==> src/rtl/flag_select_arb.sv <==
// rtl/flag_select_arb.sv - N-channel flag arbiter with minimum grant hold and registered data select
module flag_select_arb #(
    parameter  int N    = 2,
    parameter  int W    = 1,
    parameter  int MODE = 1,
    parameter  int HOLD = 1,
    localparam int SELW = (N > 1) ? $clog2(N) : 1
) (
    input  logic              clk,
    input  logic              rst,
    input  logic              en,
    input  logic [N*W-1:0]    din,
    input  logic [N-1:0]      flag,
    output logic [W-1:0]      q,
    output logic              q_valid,
    output logic [SELW-1:0]   sel,
    output logic              sel_change
);

    localparam int CW = (HOLD > 1) ? $clog2(HOLD) : 1;

    if (N < 2 || N > 16 || W < 1 || W > 32 || HOLD < 1 || HOLD > 16 ||
        (MODE != 0 && MODE != 1)) begin : g_param_err
        $error("flag_select_arb: parameter out of range");
    end

    typedef enum logic {S_IDLE, S_GRANT} state_t;

    state_t          r_state, w_state_nxt;
    logic [CW-1:0]   r_cnt, w_cnt_nxt;
    logic [SELW-1:0] r_ptr, w_ptr_nxt;
    logic [SELW-1:0] r_sel, w_sel_nxt;
    logic [W-1:0]    r_q, w_q_nxt;
    logic            r_valid, w_valid_nxt;
    logic            r_chg, w_chg_nxt;
    logic            w_any;
    logic [SELW-1:0] w_win;

    function automatic logic [W-1:0] chan_data(input logic [SELW-1:0] idx);
        chan_data = din[int'(idx)*W +: W];
    endfunction

    function automatic logic [SELW-1:0] fp_pick(input logic [N-1:0] f);
        fp_pick = '0;
        for (int k = N - 1; k >= 0; k--)
            if (f[k]) fp_pick = SELW'(k);
    endfunction

    // Descending scan so the requester closest to start (cyclically) is written last.
    function automatic logic [SELW-1:0] rr_pick(input logic [N-1:0] f,
                                               input logic [SELW-1:0] start);
        int idx;
        rr_pick = start;
        for (int k = N - 1; k >= 0; k--) begin
            idx = (int'(start) + k) % N;
            if (f[idx]) rr_pick = SELW'(idx);
        end
    endfunction

    function automatic logic [SELW-1:0] ptr_after(input logic [SELW-1:0] idx);
        ptr_after = (int'(idx) == N - 1) ? '0 : idx + SELW'(1);
    endfunction

    assign w_any = |flag;
    assign w_win = (MODE == 0) ? fp_pick(flag) : rr_pick(flag, r_ptr);

    always_comb begin
        w_state_nxt = r_state;
        w_cnt_nxt   = r_cnt;
        w_ptr_nxt   = r_ptr;
        w_sel_nxt   = r_sel;
        w_q_nxt     = r_q;
        w_valid_nxt = r_valid;
        w_chg_nxt   = 1'b0;
        case (r_state)
            S_IDLE: begin
                w_valid_nxt = 1'b0;
                if (w_any) begin
                    w_state_nxt = S_GRANT;
                    w_sel_nxt   = w_win;
                    w_q_nxt     = chan_data(w_win);
                    w_valid_nxt = 1'b1;
                    w_chg_nxt   = 1'b1;
                    w_cnt_nxt   = CW'(HOLD - 1);
                    w_ptr_nxt   = ptr_after(w_win);
                end
            end
            S_GRANT: begin
                w_q_nxt = chan_data(r_sel);
                if (r_cnt != '0) begin
                    w_cnt_nxt = r_cnt - CW'(1);
                end else if (!w_any) begin
                    w_state_nxt = S_IDLE;
                    w_valid_nxt = 1'b0;
                    w_q_nxt     = r_q;
                end else if (w_win != r_sel) begin
                    // While granted the pointer sits at sel+1, so the RR pick is the next requester after sel.
                    w_sel_nxt = w_win;
                    w_q_nxt   = chan_data(w_win);
                    w_chg_nxt = 1'b1;
                    w_cnt_nxt = CW'(HOLD - 1);
                    w_ptr_nxt = ptr_after(w_win);
                end
            end
            default: w_state_nxt = S_IDLE;
        endcase
    end

    always_ff @(posedge clk) begin
        if (rst) begin
            r_state <= S_IDLE;
            r_cnt   <= '0;
            r_ptr   <= '0;
            r_sel   <= '0;
            r_q     <= '0;
            r_valid <= 1'b0;
            r_chg   <= 1'b0;
        end else if (en) begin
            r_state <= w_state_nxt;
            r_cnt   <= w_cnt_nxt;
            r_ptr   <= w_ptr_nxt;
            r_sel   <= w_sel_nxt;
            r_q     <= w_q_nxt;
            r_valid <= w_valid_nxt;
            r_chg   <= w_chg_nxt;
        end else begin
            r_chg <= 1'b0;
        end
    end

    assign q          = r_q;
    assign q_valid    = r_valid;
    assign sel        = r_sel;
    assign sel_change = r_chg;

endmodule

==> config.mk <==
export PLATFORM = sky130hd
export DESIGN_NAME = flag_select_arb
export DESIGN_NICKNAME = d
export VERILOG_FILES = /design/src/rtl/flag_select_arb.sv
export SDC_FILE = /design/constraint.sdc
export NUM_CORES = 1
export LEC_CHECK = 0
export CAP_MARGIN = 20
export CORE_AREA = 2 2 39 41
export DETAILED_ROUTE_END_ITERATION = 8
export DIE_AREA = 0 0 41 43
export PLACE_DENSITY = 0.43
export SLEW_MARGIN = 20
export SYNTH_ARGS = -nofsm -noshare
export SYNTH_HDL_FRONTEND = slang
export SYNTH_SLANG_ARGS = --single-unit
==> constraint.sdc <==
create_clock -name clk -period 2.5 [get_ports clk]
set_clock_uncertainty 0.15 [all_clocks]
set_input_delay 0.625 -clock clk [delete_from_list [all_inputs] [get_ports clk]]
set_output_delay 0.625 -clock clk [all_outputs]
set_load 0.05 [all_outputs]
==> metrics <==
outcome completed; Worst Path Max Fanout 7; first-pass GRT wire length 1120 µm; via count 292; area leader, netlist dfxtp_1; share of async-settable or async-resettable flops after synthesis 0; Site Rows 14; initial antenna violation count 0; Final HPWL DP 531 µm; clk sinks 6; CTS tree built; # DRC 0; share of post-route cells with drive strength above 1 0.133; dominant synthesized flop cell dfxtp_1; Worst Setup Start Kind flip-flop; Critical Path Sink Type output port; Pwr per Cell Area 608 mW/mm²; final net count 54; CP Class reg -> out; post-CTS setup buffer count 0; CTS max path bufs 2; number of synthesized flops with an enable pin 0; hold_buf cts 0; Die ar. 0.00176 mm²; Avg Synthesized Cell Area 8.91 µm²; IO Count 11; most common cell in the netlist dfxtp_1; Fmax 437 MHz; Netlist cell types 20; delay-heaviest family, CP buffers and inverters; Finished Layout Cells 61; Synth top area share 0.409; Final min period 2.29 ns; overall power 262 µW; post-synthesis sequential area ratio 0.409; vias per cell 4.79; CP cell instances clkdlybuf4s50_1; residual overflow from global routing 0; First-pass DRT Iterations 3; Max VDD drop 0.358 mV; Post-Syn Nets 40; Slowest-stage cell, CP clkdlybuf4s50_1; Final period util 0.916; RSZ-0062 raised after global routing false; Worst-path clk slew 0.04 ns; post-synthesis instance total 33; Tot GR Track Use 0.102; post-cts resize count 0; Port Buffers 10; pin count of the biggest net entering global routing 12; WP data required 1.73 ns; Final Max Tran Viols 0; Routability Congestion 0.806; ANT nets after route 0; worst-margin pin slew 0.488 ns; H-tree depth 1; Iter 0 DRT Violations 5; mapped cell area 294 µm²; initial core utilization 0.212; Area growth syn-to-layout 46.8%; worst relative slew slack 0.674; top post-synthesis cells by count dfxtp_1 (6), a21oi_1 (3), nor2_1 (3); Buf/Inv on CP 1; FF+latch count, synth 6; Final Hold Viols 0; die span in x 41 µm; worst-skew pair later-pin latency 0.24 ns; vias in the first global route 283; CP arrival 1.52 ns; largest cells by area after synthesis dfxtp_1 (41%), nand4b_1 (6.0%), a21oi_1 (5.1%), a211oi_1 (5.1%), a221oi_2 (5.1%); WL final 659 µm; dpl cells 58; # Max-Cap Violations 0; clock root cell clkbuf_4; setup slack, reg-to-reg 1.36 ns; Core Box Area 0.00138 mm²; CTS buffer count 3; height of the die 43 µm; Final TNS setup 0 ns; Setup-failing EPs final 0; DR WL/cell 10.8 µm; yosys warns 0; worst min path class reg -> reg; Ant. Diodes 0; CP peak stage delay 0.84 ns; P_leak 0.000154 µW
==> per-layer routing <==
metal	share of wire	GRT usage
met4	0	0.0400
met2	0.53	0.138
met1	0.39	0.109
met5	0	0
met3	0.080	0.0942
==> cells by family (layout without fill, tap and decap cells) <==
family,count (synthesis),count (layout),synth area share
and+or+nand+nor,14,14,0.294
AOI/OAI and AO/OA,10,10,0.255
DFF,6,6,0.409
buffers and inverters,3,15,0.0425
==> layout make-up <==
type	instances	area [µm²]
inverter	2	7.51
timing repair buffer	10	100
sequential	6	120
fill	152	952
tap	16	20.0
clock buffer	3	22.5
multi-input combinational	24	161
==> metrics by stage <==
step / instance area [µm²] / hold slack, ns / worst slack, ns / utilization
3_3_place_gp: 409 / 0.382 / 0.481 / 0.296
5_1_grt: 432 / 0.439 / 0.164 / 0.312
2_1_floorplan: 294 / 0.339 / 1.04 / -
6_report: 432 / 0.372 / 0.209 / 0.312
3_5_place_dp: 409 / 0.374 / 0.468 / 0.296
4_1_cts: 432 / 0.380 / 0.205 / 0.312
==> layout by cell type, fill, tap and decap left out, types with 2 or more instances in the layout <==
cell type         n
clkbuf_4          3
clkdlybuf4s50_1  10
dfxtp_1           6
a21oi_1           3
nor2_1            3
a211oi_1          2
inv_1             2
nand3_1           2
nand4b_1          2
==> sequential cells by signal (all words and copies together), names as in the netlist <==
register,flops
r_ptr,1
r_state,1
q,1
q_valid,1
sel,1
sel_change,1
==> worst reg2reg max path: stages (launching register included) <==
cell and delay (ns):
dfxtp_1 0.33, nand2b_2 0.21, a221oi_2 0.27, nor3_2 0.07
==> where the power goes <==
group	switching [µW]	internal, µW	total [µW]	leakage, µW
registers	6.32	103	110	0.0000497
clock network	34.1	54.2	88.4	0.0000138
logic	36.0	28.3	64.2	0.0000901
==> final timing paths <==
kind                start       to  depth (start not counted)
setup / recovery      sel      sel                          1
hold / removal    q_valid  q_valid                          2
setup reg to reg    r_ptr      sel                          3
hold reg to reg   q_valid  q_valid                          2
Note: power is estimated with default switching activity, not from simulation.
